<file path="src/rtl/uart_loopback_ctrl_if.sv">
// Handshake bundle between the loopback sequencer and the UART TX/RX pair plus
// the run control/status lines.
//   master : sequencer side (drives Tx_*, enables, baud and status)
//   slave  : UART / test-harness side (drives start, Tx_BUSY and Rx_*)
interface uart_loopback_ctrl_if;
  logic       start;
  logic       Tx_BUSY;
  logic       Rx_VALID;
  logic [7:0] Rx_DATA;
  logic       Rx_FERROR;
  logic       Rx_PERROR;
  logic [7:0] Tx_DATA;
  logic       Tx_WR;
  logic       Tx_EN;
  logic       Rx_EN;
  logic [2:0] baud_select;
  logic       busy;
  logic       done;
  logic       pass;
  logic [7:0] err_count;
  logic [7:0] sym_count;

  modport master (
    input  start, Tx_BUSY, Rx_VALID, Rx_DATA, Rx_FERROR, Rx_PERROR,
    output Tx_DATA, Tx_WR, Tx_EN, Rx_EN, baud_select, busy, done, pass, err_count, sym_count
  );

  modport slave (
    output start, Tx_BUSY, Rx_VALID, Rx_DATA, Rx_FERROR, Rx_PERROR,
    input  Tx_DATA, Tx_WR, Tx_EN, Rx_EN, baud_select, busy, done, pass, err_count, sym_count
  );
endinterface

</file>
<file path="src/rtl/uart_loopback_ctrl.sv">
// UART loopback self-test sequencer. On start it enables TX/RX, selects the
// baud rate and sends NUM_SYMBOLS bytes from the repeating pattern
// AA,55,CC,89. Each byte is compared with the received echo; mismatches,
// framing/parity errors and timeouts are counted and pass/fail is reported.
// Ports:
//   i_clk    : system clock, rising edge
//   i_reset  : asynchronous active-high reset
//   io_bus   : uart_loopback_ctrl_if.master (start, TX/RX handshake, status)
module uart_loopback_ctrl #(
  parameter int unsigned NUM_SYMBOLS    = 8,
  parameter int unsigned TIMEOUT_CYCLES = 500000,
  parameter logic [2:0]  BAUD_SEL       = 3'b111
) (
  input logic                  i_clk,
  input logic                  i_reset,
  uart_loopback_ctrl_if.master io_bus
);

  localparam int unsigned TimerW = (TIMEOUT_CYCLES > 1) ? $clog2(TIMEOUT_CYCLES) : 1;
  localparam logic [TimerW-1:0] TimerLast = TimerW'(TIMEOUT_CYCLES - 1);
  localparam logic [7:0] NumSym = 8'(NUM_SYMBOLS);

  typedef enum logic [3:0] {
    StIdle, StSetup, StLoad, StWaitAccept, StWaitRx, StCheck, StErr, StNext, StDone
  } state_e;

  state_e            r_state, w_state_next;
  logic [7:0]        r_tx_data, w_tx_data_next;
  logic              r_en, w_en_next;
  logic [2:0]        r_baud, w_baud_next;
  logic              r_busy, w_busy_next;
  logic              r_done, w_done_next;
  logic [7:0]        r_err, w_err_next;
  logic [7:0]        r_sym, w_sym_next;
  logic [1:0]        r_idx, w_idx_next;
  logic [TimerW-1:0] r_timer, w_timer_next;
  logic              r_rx_valid_q;
  logic [7:0]        r_rx_data, w_rx_data_next;
  logic              r_rx_ferr, w_rx_ferr_next;
  logic              r_rx_perr, w_rx_perr_next;

  logic       w_rx_rise;
  logic       w_timer_hit;
  logic [7:0] w_err_inc;
  logic [7:0] w_sym_inc;

  function automatic logic [7:0] pattern(input logic [1:0] idx);
    case (idx)
      2'd0:    return 8'hAA;
      2'd1:    return 8'h55;
      2'd2:    return 8'hCC;
      default: return 8'h89;
    endcase
  endfunction

  // Only a 0->1 transition of the level-type valid counts as a reception.
  assign w_rx_rise   = io_bus.Rx_VALID & ~r_rx_valid_q;
  assign w_timer_hit = (r_timer == TimerLast);
  assign w_err_inc   = (r_err == 8'hFF) ? r_err : r_err + 8'd1;
  assign w_sym_inc   = r_sym + 8'd1;

  always_comb begin
    w_state_next   = r_state;
    w_tx_data_next = r_tx_data;
    w_en_next      = r_en;
    w_baud_next    = r_baud;
    w_busy_next    = r_busy;
    w_done_next    = r_done;
    w_err_next     = r_err;
    w_sym_next     = r_sym;
    w_idx_next     = r_idx;
    w_timer_next   = r_timer;
    w_rx_data_next = r_rx_data;
    w_rx_ferr_next = r_rx_ferr;
    w_rx_perr_next = r_rx_perr;

    unique case (r_state)
      StIdle, StDone: begin
        if (io_bus.start) begin
          w_state_next = StSetup;
          w_err_next   = '0;
          w_sym_next   = '0;
          w_idx_next   = '0;
          w_busy_next  = 1'b1;
          w_done_next  = 1'b0;
          w_en_next    = 1'b1;
          w_baud_next  = BAUD_SEL;
        end
      end
      StSetup: begin
        if (!io_bus.Tx_BUSY) begin
          w_state_next   = StLoad;
          // Loaded here so the byte is stable for the whole write-strobe cycle.
          w_tx_data_next = pattern(r_idx);
        end
      end
      StLoad: begin
        w_state_next = StWaitAccept;
        w_timer_next = '0;
      end
      StWaitAccept: begin
        if (io_bus.Tx_BUSY) begin
          w_state_next = StWaitRx;
          w_timer_next = '0;
        end else if (w_timer_hit) begin
          w_state_next = StErr;
        end else begin
          w_timer_next = r_timer + TimerW'(1);
        end
      end
      StWaitRx: begin
        // A reception in the timeout cycle takes priority over the timeout.
        if (w_rx_rise) begin
          w_state_next   = StCheck;
          w_rx_data_next = io_bus.Rx_DATA;
          w_rx_ferr_next = io_bus.Rx_FERROR;
          w_rx_perr_next = io_bus.Rx_PERROR;
        end else if (w_timer_hit) begin
          w_state_next = StErr;
        end else begin
          w_timer_next = r_timer + TimerW'(1);
        end
      end
      StCheck: begin
        if ((r_rx_data != r_tx_data) || r_rx_ferr || r_rx_perr) begin
          w_err_next = w_err_inc;
        end
        w_state_next = StNext;
      end
      StErr: begin
        w_err_next   = w_err_inc;
        w_state_next = StNext;
      end
      StNext: begin
        w_sym_next = w_sym_inc;
        w_idx_next = r_idx + 2'd1;
        if (w_sym_inc == NumSym) begin
          w_state_next = StDone;
          w_busy_next  = 1'b0;
          w_done_next  = 1'b1;
          w_en_next    = 1'b0;
        end else begin
          w_state_next = StSetup;
        end
      end
      default: w_state_next = StIdle;
    endcase
  end

  always_ff @(posedge i_clk or posedge i_reset) begin
    if (i_reset) begin
      r_state      <= StIdle;
      r_tx_data    <= '0;
      r_en         <= 1'b0;
      r_baud       <= '0;
      r_busy       <= 1'b0;
      r_done       <= 1'b0;
      r_err        <= '0;
      r_sym        <= '0;
      r_idx        <= '0;
      r_timer      <= '0;
      r_rx_valid_q <= 1'b0;
      r_rx_data    <= '0;
      r_rx_ferr    <= 1'b0;
      r_rx_perr    <= 1'b0;
    end else begin
      r_state      <= w_state_next;
      r_tx_data    <= w_tx_data_next;
      r_en         <= w_en_next;
      r_baud       <= w_baud_next;
      r_busy       <= w_busy_next;
      r_done       <= w_done_next;
      r_err        <= w_err_next;
      r_sym        <= w_sym_next;
      r_idx        <= w_idx_next;
      r_timer      <= w_timer_next;
      r_rx_valid_q <= io_bus.Rx_VALID;
      r_rx_data    <= w_rx_data_next;
      r_rx_ferr    <= w_rx_ferr_next;
      r_rx_perr    <= w_rx_perr_next;
    end
  end

  assign io_bus.Tx_DATA     = r_tx_data;
  assign io_bus.Tx_WR       = (r_state == StLoad);
  assign io_bus.Tx_EN       = r_en;
  assign io_bus.Rx_EN       = r_en;
  assign io_bus.baud_select = r_baud;
  assign io_bus.busy        = r_busy;
  assign io_bus.done        = r_done;
  assign io_bus.pass        = r_done & (r_err == 8'd0);
  assign io_bus.err_count   = r_err;
  assign io_bus.sym_count   = r_sym;

endmodule

</file>
<file path="src/flat_wrapper.sv">
// flat-port wrapper written by rule: the top's interface ports become plain ports
module uart_loopback_ctrl_flat 
#(
  parameter int unsigned NUM_SYMBOLS    = 8,
  parameter int unsigned TIMEOUT_CYCLES = 500000,
  parameter logic [2:0]  BAUD_SEL       = 3'b111
)
  (i_clk, i_reset, io_bus_start, io_bus_Tx_BUSY, io_bus_Rx_VALID, io_bus_Rx_DATA, io_bus_Rx_FERROR, io_bus_Rx_PERROR, io_bus_Tx_DATA, io_bus_Tx_WR, io_bus_Tx_EN, io_bus_Rx_EN, io_bus_baud_select, io_bus_busy, io_bus_done, io_bus_pass, io_bus_err_count, io_bus_sym_count);
  uart_loopback_ctrl_if io_bus_i ();
  input logic i_clk;
  input logic i_reset;
  input wire logic [$bits(io_bus_i.start)-1:0] io_bus_start;
  input wire logic [$bits(io_bus_i.Tx_BUSY)-1:0] io_bus_Tx_BUSY;
  input wire logic [$bits(io_bus_i.Rx_VALID)-1:0] io_bus_Rx_VALID;
  input wire logic [$bits(io_bus_i.Rx_DATA)-1:0] io_bus_Rx_DATA;
  input wire logic [$bits(io_bus_i.Rx_FERROR)-1:0] io_bus_Rx_FERROR;
  input wire logic [$bits(io_bus_i.Rx_PERROR)-1:0] io_bus_Rx_PERROR;
  output wire logic [$bits(io_bus_i.Tx_DATA)-1:0] io_bus_Tx_DATA;
  output wire logic [$bits(io_bus_i.Tx_WR)-1:0] io_bus_Tx_WR;
  output wire logic [$bits(io_bus_i.Tx_EN)-1:0] io_bus_Tx_EN;
  output wire logic [$bits(io_bus_i.Rx_EN)-1:0] io_bus_Rx_EN;
  output wire logic [$bits(io_bus_i.baud_select)-1:0] io_bus_baud_select;
  output wire logic [$bits(io_bus_i.busy)-1:0] io_bus_busy;
  output wire logic [$bits(io_bus_i.done)-1:0] io_bus_done;
  output wire logic [$bits(io_bus_i.pass)-1:0] io_bus_pass;
  output wire logic [$bits(io_bus_i.err_count)-1:0] io_bus_err_count;
  output wire logic [$bits(io_bus_i.sym_count)-1:0] io_bus_sym_count;
  assign io_bus_i.start = io_bus_start;
  assign io_bus_i.Tx_BUSY = io_bus_Tx_BUSY;
  assign io_bus_i.Rx_VALID = io_bus_Rx_VALID;
  assign io_bus_i.Rx_DATA = io_bus_Rx_DATA;
  assign io_bus_i.Rx_FERROR = io_bus_Rx_FERROR;
  assign io_bus_i.Rx_PERROR = io_bus_Rx_PERROR;
  assign io_bus_Tx_DATA = io_bus_i.Tx_DATA;
  assign io_bus_Tx_WR = io_bus_i.Tx_WR;
  assign io_bus_Tx_EN = io_bus_i.Tx_EN;
  assign io_bus_Rx_EN = io_bus_i.Rx_EN;
  assign io_bus_baud_select = io_bus_i.baud_select;
  assign io_bus_busy = io_bus_i.busy;
  assign io_bus_done = io_bus_i.done;
  assign io_bus_pass = io_bus_i.pass;
  assign io_bus_err_count = io_bus_i.err_count;
  assign io_bus_sym_count = io_bus_i.sym_count;
  uart_loopback_ctrl #(.NUM_SYMBOLS(NUM_SYMBOLS), .TIMEOUT_CYCLES(TIMEOUT_CYCLES), .BAUD_SEL(BAUD_SEL)) u_core (.i_clk(i_clk), .i_reset(i_reset), .io_bus(io_bus_i));
endmodule
</file>
<file path="config.mk">
export PLATFORM = sky130hd
export DESIGN_NAME = uart_loopback_ctrl_flat
export DESIGN_NICKNAME = d
export VERILOG_FILES = /design/src/rtl/uart_loopback_ctrl_if.sv /design/src/rtl/uart_loopback_ctrl.sv /design/src/flat_wrapper.sv
export SDC_FILE = /design/constraint.sdc
export NUM_CORES = 1
export LEC_CHECK = 0
export CORE_MARGIN = 8
export CORE_UTILIZATION = 50
export DETAILED_ROUTE_END_ITERATION = 16
export DONT_BUFFER_PORTS = 1
export GPL_ROUTABILITY_DRIVEN = 0
export PLACE_DENSITY_LB_ADDON = 0.2
export SETUP_SLACK_MARGIN = 0.3
export SLEW_MARGIN = 20
export SYNTH_ARGS = -nofsm -noshare
export SYNTH_HDL_FRONTEND = slang
export SYNTH_SLANG_ARGS = --single-unit
</file>
<file path="constraint.sdc">
create_clock -name i_clk -period 4.35 [get_ports i_clk]
set_input_delay 0.6525 -clock i_clk [delete_from_list [all_inputs] [get_ports i_clk]]
set_output_delay 0.6525 -clock i_clk [all_outputs]
set_load 0.01 [all_outputs]
</file>
Word-level counts from Yosys, hierarchy flattened
Index checks and enable logic that the tools add are counted.

storage, ports and cells
  bits in registers = 63
  input bits = 15
  output and inout port bits = 33
  logic and storage cells = 83

operators by class
  $add $sub $neg = 4
  eq/ne operators = 19
  mux-type cells = 25
  bitwise operators = 4
  reductions and logical operators = 18

operator list
  kind                                                                   count
  19-bit two-way mux                                                     3
  19-bit one-hot mux with 3 select lines                                 1
  8-bit one-hot mux with 3 select lines                                  2
  4-bit one-hot mux with 7 select lines                                  1
  4-bit two-way mux                                                      6
  8-bit two-way mux                                                      3
  19-bit by 1-bit adder with 19-bit output, second input constant        1
  19-bit equality test, second input constant                            1
  8-bit by 1-bit adder with 8-bit output, second input constant          2
  4-bit by 3-bit equality test with 1-bit output, second input constant  4
  8-bit one-hot mux with 2 select lines                                  1
  2-bit AND reduction                                                    6
  4-bit by 2-bit equality test with 1-bit output, second input constant  2
  8-bit by 4-bit equality test with 1-bit output, second input constant  1
  8-bit equality test, second input constant                             1
  8-bit logical NOT                                                      1
  8-bit != test                                                          1
  2-bit != test, second input constant                                   3
  3-bit AND reduction                                                    2
  3-bit nonzero test                                                     2
  4-bit by 1-bit equality test with 1-bit output, second input constant  1
  4-bit equality test, second input constant                             1
  4-bit logical NOT                                                      1
  1-bit two-way mux                                                      4
  other kinds (13)                                                       19

Depth between registers and ports, before layout
Gate-level depths: netlist of the first run.

  depth in word-level cells = 5
  mapped depth = 7
  gate-level depth less buffers = 6

Worst setup path before layout of the first run
OpenSTA, ideal clock, no wires.

  kind = register to register
  start point = reg u_core.r_state[1]
  end point = reg u_core.r_timer[6]
  library setup time = 0.083 ns
  arrival time = 1.919 ns
  data required time = 4.267 ns
  setup slack = 2.348 ns
  cell stages (with the launch flop) = 6
  path buffers = 0
  period minus slack after synthesis = 2.002 ns
  cell sequence = dfrtp_1 or3b_1 a2bb2oi_1 or4_4 or4_1 o21ai_0

between the ends
  word-level cells in the longest chain between the ends = 3
  elaborated cells on any way between the ends = 7
  those cells by class = eq/ne (4); mux (1); reduce/logical (2)

ends and longest elaborated chain
  what                                                                                                              line                       text
  start, declared                                                                                                   uart_loopback_ctrl.sv:27   state_e r_state, w_state_next;
  start signal, assigned                                                                                            uart_loopback_ctrl.sv:152  r_state <= StIdle;
  start signal, assigned                                                                                            uart_loopback_ctrl.sv:167  r_state <= w_state_next;
  4-bit by 3-bit equality test with 1-bit output or 4-bit by 2-bit equality test with 1-bit output (tied branches)  uart_loopback_ctrl.sv:77   unique case (r_state)
  2-bit != test (no line) or 3-bit nonzero test (tied branches)                                                     n/a
  2-bit AND reduction (no line)                                                                                     n/a
  end signal, assigned                                                                                              uart_loopback_ctrl.sv:176  r_timer <= w_timer_next;
  end, declared                                                                                                     uart_loopback_ctrl.sv:36   logic [TimerW-1:0] r_timer, w_timer_next;

Several ways; a longest one is shown, not always the timed one.
A chain may end at the register's enable or synchronous reset.

Worst setup path after layout of the first run
  start point = reg u_core.r_err[4], in the netlist u_core.io_bus.err_count[4]
  end point = out io_bus_pass

between the ends
  word-level cells in the longest chain between the ends = 2

ends and longest elaborated chain
  what                    line                       text
  start, declared         uart_loopback_ctrl.sv:33   logic [7:0] r_err, w_err_next;
  start signal, assigned  uart_loopback_ctrl.sv:173  r_err <= w_err_next;
  8-bit logical NOT       uart_loopback_ctrl.sv:191  assign io_bus.pass = r_done & (r_err == 8'd0);
  1-bit bitwise AND       uart_loopback_ctrl.sv:191
  end, declared           flat_wrapper.sv:25         output wire logic [$bits(io_bus_i.pass)-1:0] io_bus_pass;

No other way between the ends.

==> results.md, run 1 <==
* Status: completed
* Worst Clk Skew at 0.0147 ns
* Via count at 2666
* Syn Nets at 393
* Post-Place Setup Slack at 1.94 ns
* Starting Density at 50.9%
* Vias per cell at 5.99
* Post-place instance area at 0.00340 mm^2
* Sink Count at 60
* Overall Power at 1950 uW
* Yosys warning count at 0
* Compound-Gate Fraction of Synth Area at 11.9%
* Flop pwr share at 44.3%
* Hpwl dp at 5260 um
* Diodes inserted at 0
* First-pass GRT wire length at 12300 um
* Crit start category: flip-flop
* Worst setup margin at 1.92 ns
* Psw at 775 uW
* Async SR Flop Fraction at 100%
* Post-Synth Adder-Cell Area at 3.31%
* Final instance area at 0.00361 mm^2
* Data arrival, critical path at 1.78 ns
* CP max stage delay at 0.54 ns
* GRT Overall Usage at 15.7%
* CTS Buf Count at 9
* Final Cycle Share at 55.8%
* Number of synthesized register bits at 60
* Max-slew violations at 0
* Hold WC Path Type: input port to async pin
* Switching Share at 39.7%
* CTS Hold Bufs at 0
* Max-cap violations at 0
* Worst Path Required at 3.70 ns
* Crit path max fanout at 6
* Vias in the first global route at 2511
* Max Clock Freq at 412 MHz
* Crit path cell chain: or4_1 > nor4_1
* Final ANT Viol Nets at 0
* Ys flop type: dfrtp_1
* Row Count at 30
* Critical Path End Type: output pin
* Distinct cells, synth at 51
* Fin nets at 384
* Die width at 98.4 um
* Syn avg cell area at 9.21 um^2
* Io pins at 48
* Worst path slowest cell: or4_1
* Pleak at 0.00152 uW
* Longest Clk Path Bufs at 2
* Post-synthesis xor/xnor area fraction at 3.87%
* Post-synthesis sequential area ratio at 44.2%
* Post-CTS setup buffer count at 0
* GRT Residual Overflow at 0
* Clk Latency, worst-skew pair at 0.34 ns
* Core ar. at 0.00668 mm^2
* Critical path class: flip-flop to output pin
* Port Buffers at 0
* Worst-margin pin slew at 0.951 ns
* Root Buffer: clkbuf_8
* Synthesized instance count at 369
* Initial drt markers at 136
* Fin. Hold Viols at 0
* Die height at 98.4 um
* PD cells at 541 mW/mm^2
* Die ar. at 0.00969 mm^2
* CTS tree: built
* Min cycle time layout at 2.43 ns
* Max_slew headroom at 36.1%
* Simple-gate share of the synthesized area at 26.8%
* Post-synth EDFFs at 0
* Largest family of logic cells by synthesized area: simple AND/OR/NAND/NOR gates
* Initial antenna violation count at 0
* DRC at 0
* Largest net degree at the start of global routing at 35
* VDD IR max at 354 uV
* Area growth from synthesis to layout at 6.11%
* Post-Syn Area at 0.00340 mm^2
* Fraction of layout cells with a size suffix above 1 at 11.0%
* Clk network pwr share at 26.5%
* DR WL/cell at 16.6 um
* Post-CTS sizing at 0
* RSZ-0062 raised after global routing: no
* Pre-antenna DRT Iters at 4
* Mux share of post-synthesis cell area at 5.52%
* Gate power share at 29.2%
* Int Pwr at 1180 uW
* Final WL at 7400 um
* Final setup violation count at 0
* Worst-path clk slew at 0.08 ns
* H-tree depth at 3
* Total negative setup slack at 0 ns
==> cell families after synthesis <==
logic type	count (synthesis)
buf+inv	31
flops	60
mux	17
compound gates	67
simple gates	170
fa+ha+maj	9
xor+xnor	15
==> layout by cell type, fill, tap and decap left out, types with 4 or more instances in the layout <==
cell type and count:
ha_1 9, inv_1 7, nand4_1 11, and3_1 6, and4_1 4, mux2_2 14
nand2b_1 5, nor3_1 9, nand2_1 33, or4_1 5, clkbuf_8 9, xor2_1 4
nor4_1 10, o21ai_0 31, and2_1 7, a21oi_1 12, nand3_1 23, nor2_1 37
dfrtp_1 60, xnor2_1 11
==> worst paths after layout <==
path / start / endpoint / slack (ns) / cells after the start
min: i_reset / u_core.r_rx_valid_q / 0.24 / 1
min reg2reg: u_core.r_rx_perr / u_core.r_rx_perr / 0.52 / 1
max in group asynchronous: i_reset / u_core.io_bus.sym_count[5] / 3.27 / 2
max reg2reg: u_core.r_state[1] / u_core.io_bus.err_count[7] / 1.94 / 5
min in group i_clk: io_bus_Rx_VALID / u_core.r_rx_valid_q / 0.34 / 0
max: u_core.io_bus.err_count[4] / io_bus_pass / 1.92 / 2
==> layer usage <==
metal	track usage, %	vias up	wire length, um
li1	-	1319	-
met4	6.97	0	80
met1	21.0	1272	3470
met2	23.7	66	3410
met5	0	-	0
met3	3.74	9	437
==> power groups by stage <==
stage,clock network (uW),logic (uW),registers (uW)
global placement,0,560,871
CTS,533,571,864
finish,518,570,864
detailed placement,0,570,875
global route,556,648,892
floorplan,0,529,796
==> critical path, delay by kind of cell (launching register included) <==
family,cells,cell delay [ns]
DFF,1,0.47
and+or+nand+nor,2,0.97
==> flip-flops by register name (all words and copies together), names as in the netlist <==
register / count
u_core.io_bus.baud_select: 1
u_core.r_rx_valid_q: 1
u_core.io_bus.Tx_DATA: 5
u_core.io_bus.Rx_EN: 1
u_core.io_bus.err_count: 8
u_core.r_rx_perr: 1
u_core.r_timer: 19
u_core.io_bus.done: 1
u_core.r_idx: 2
u_core.r_rx_ferr: 1
u_core.r_state: 4
u_core.io_bus.sym_count: 8
u_core.r_rx_data: 8
==> Yosys cell counts, types with 8 or more instances <==
library cell,number,share of area (%)
a21oi_1,12,1.8
clkbuf_1,10,1.1
dfrtp_1,60,44
ha_1,9,3.3
inv_1,8,0.88
mux2_2,14,4.6
nand2_1,33,3.6
nand3_1,23,3.4
nand4_1,11,2.0
nor2_1,37,4.1
nor3_1,9,1.3
nor4_1,10,1.8
o21ai_0,31,4.6
xnor2_1,11,2.8
==> stage by stage <==
step	std cells	util [%]	hold slack, ns
final	445	54.0	0.245
after global routing	445	54.0	0.281
after CTS	445	54.0	0.260
after detailed placement	429	50.9	0.502
after global placement	429	50.9	0.499
after floorplan	369	-	0.463
==> layout make-up <==
class                           count  area [um^2]
Clock buffer                        9          124
Clock inverter                      7         81.3
Fill cell                         643         3080
Inverter                            8         30.0
Multi-Input combinational cell    278         1750
Sequential cell                    60         1500
Tap cell                           80          100
Timing Repair Buffer                3         22.5
(Power assumes the default switching activity.)
==> run 2: changes to the inputs <==
clock period = 2 ns   (was 4.35 ns; I/O delays follow)
==> results.md, run 2 (same netlist as run 1, synthesis figures left out) <==
* Status: complete, but fails checks (was completed)
* Failing checks: setup timing
* Most frequent cells in the layout: dfrtp_1 (53), buf_4 (47), nor2_1 (32), nand2_1 (31), nand3_1 (18) (was dfrtp_1 (60), nor2_1 (37), nand2_1 (33), o21ai_0 (31), nand3_1 (23))
* Pleak at 0.00197 uW (was 0.00152 uW)
* FF-to-FF path depth at 5 (unchanged)
* PD cells at 1210 mW/mm^2 (was 541 mW/mm^2)
* Pre-antenna DRT Iters at 5 (was 4)
* Area growth from synthesis to layout at 36.6% (was 6.11%)
* DR WL/cell at 17.9 um (was 16.6 um)
* Initial antenna violation count at 0 (unchanged)
* Setup crit end: u_core.r_timer[6] (was io_bus_pass)
* Vias per cell at 6.03 (was 5.99)
* CTS tree: built (unchanged)
* Clk Latency, worst-skew pair at 0.34 ns (about the same)
* Root Buffer: clkbuf_8 (unchanged)
* RSZ-0062 raised after global routing: yes (was no)
* Fin nets at 447 (was 384)
* Min cycle time layout at 2.05 ns
* Crit start category: flip-flop (unchanged)
* Switching Share at 38.0% (was 39.7%)
* Int Pwr at 3480 uW (was 1180 uW)
* Worst Path Required at 2.27 ns (was 3.70 ns)
* Final WL at 9090 um (was 7400 um)
* Setup crit start: u_core.r_state[0] (was u_core.io_bus.err_count[4])
* Max-slew violations at 0 (unchanged)
* Reg2Reg Launch Point: u_core.r_state[0] (was u_core.r_state[1])
* Gate power share at 47.4% (was 29.2%)
* Largest net degree at the start of global routing at 34 (was 35)
* Initial drt markers at 148 (was 136)
* Worst-path clk slew at 0.08 ns (about the same)
* Max_slew headroom at 54.5% (was 36.1%)
* Worst Clk Skew at 0.00910 ns (was 0.0147 ns)
* Overall Power at 5610 uW (was 1950 uW)
* Most flops, register: u_core.r_timer (unchanged)
* First-pass GRT wire length at 15000 um (was 12300 um)
* Fin. Hold Viols at 0 (unchanged)
* Row Count at 30 (unchanged)
* Max FFs per register at 19 (unchanged)
* CTS Buf Count at 9 (unchanged)
* Hpwl dp at 5930 um (was 5260 um)
* Critical Path End Type: flip-flop (was output pin)
* Commonest non-fill, non-tap cell in the layout: dfrtp_1 (unchanged)
* Die width at 98.4 um (unchanged)
* Starting Density at 50.9% (unchanged)
* VDD IR max at 808 uV (was 354 uV)
* Worst setup margin at -0.0540 ns (was 1.92 ns)
* Fin cells at 508 (was 445)
* Worst-margin pin slew at 0.681 ns (was 0.951 ns)
* Io pins at 48 (unchanged)
* DRC at 0 (unchanged)
* Diodes inserted at 0 (unchanged)
* Sink Count at 60 (unchanged)
* Post-Place Setup Slack at -0.0257 ns (was 1.94 ns)
* Via count at 3062 (was 2666)
* Total negative setup slack at -0.0540 ns (was 0 ns)
* Core ar. at 0.00668 mm^2 (unchanged)
* Placed Instances at 464 (was 429)
* H-tree depth at 3 (unchanged)
* Max Clock Freq at 487 MHz
* Fraction of layout cells with a size suffix above 1 at 37.6% (was 11.0%)
* Final setup violation count at 1 (was 0)
* Reg-to-Reg End: u_core.r_timer[6] (was u_core.io_bus.err_count[7])
* Crit path max fanout at 3 (was 6)
* FF-to-FF setup slack at -0.05 ns (was 1.94 ns)
* Die ar. at 0.00969 mm^2 (unchanged)
* Final ANT Viol Nets at 0 (unchanged)
* Vias in the first global route at 3064 (was 2511)
* GRT Overall Usage at 18.9% (was 15.7%)
* Die height at 98.4 um (unchanged)
* Clk network pwr share at 22.0% (was 26.5%)
* Flop pwr share at 30.6% (was 44.3%)
* Psw at 2130 uW (was 775 uW)
* GRT Residual Overflow at 0 (unchanged)
* Max-cap violations at 0 (unchanged)
* Longest Clk Path Bufs at 2 (unchanged)
* Port Buffers at 0 (unchanged)
* Final Cycle Share at 103%
* Hold WC Path Type: input port to flip-flop (was input port to async pin)
* Data arrival, critical path at 2.32 ns (was 1.78 ns)
* Critical path class: flip-flop to flip-flop (was flip-flop to output pin)
## run 2: cell count changes in the layout (fill, tap and decap cells not counted), sizes merged
cell / before / now
inv: 11 / 7
bufinv: 1 / 2
buf: 3 / 64
dlygate4sd3: 0 / 2
clkbuf: 9 / 10
clkinv: 2 / 1
clkinvlp: 1 / 4
## run 2: power by group through the flow
stage          logic, uW  registers [uW]  clock network, uW
4_1_cts             2400            1710               1260
6_report            2660            1720               1230
3_3_place_gp        1740            1730                  0
5_1_grt             2900            1760               1320
2_1_floorplan       1200            1730                  0
3_5_place_dp        1780            1730                  0
## run 2: repair_timing
item | CTS | global route
endpoints found under the hold margin | 28 | 0
setup buffers | 17 | 7
pin swaps | 16 | 16
hold buffers | 2 | 0
cloned | 2 | 0
gates resized for setup | 69 | 43
setup endpoints to repair | 31 | 57
## run 2: area by class of cell
class                           count  area, um^2
Tap cell                           80         100
Fill cell                         502        2040
Multi-Input combinational cell    278        2190
Clock inverter                      6        87.6
Inverter                            8        33.8
Sequential cell                    60        1510
Clock buffer                       10         138
Timing Repair Buffer               66         586
## run 2: through the flow
| stage | area [um^2] | hold slack (ns) | utilization (%) |
|---|---|---|---|
| 2_1_floorplan | 3490 | 0.331 | - |
| 3_3_place_gp | 3760 | 0.296 | 56.2 |
| 3_5_place_dp | 3760 | 0.299 | 56.2 |
| 4_1_cts | 4400 | 0.0946 | 65.9 |
| 5_1_grt | 4640 | 0.0942 | 69.5 |
| 6_report | 4640 | 0.109 | 69.5 |
## run 2: worst min-delay path by stage
stage	slack (ns)	end	cells past startpoint	from
after floorplan	0.33	u_core.r_rx_valid_q	0	io_bus_Rx_VALID
after global placement	0.30	u_core.r_timer[4]	1	i_reset
after detailed placement	0.30	u_core.r_timer[5]	1	i_reset
after CTS	0.09	u_core.r_rx_data[1]	1	io_bus_Rx_DATA[1]
after global routing	0.09	u_core.r_rx_data[1]	1	io_bus_Rx_DATA[1]
final	0.11	u_core.r_rx_data[1]	1	io_bus_Rx_DATA[1]
## run 2: per-layer routing
| metal | wire [um] | global-route usage [%] | up-vias | share of wire [%] |
|---|---|---|---|---|
| li1 | - | - | 1446 | - |
| met1 | 3700 | 22.4 | 1499 | 41 |
| met2 | 4630 | 31.2 | 92 | 51 |
| met3 | 483 | 4.23 | 25 | 5.3 |
| met4 | 280 | 10.4 | 0 | 3.1 |
| met5 | 0 | 0 | - | 0 |
## run 2: worst max-delay path: stages, from the launching register on
cell and delay (ns):
dfrtp_1 0.39, or3b_4 0.41, a2bb2oi_2 0.16, or4_4 0.52, or4_1 0.40, o21ai_1 0.09
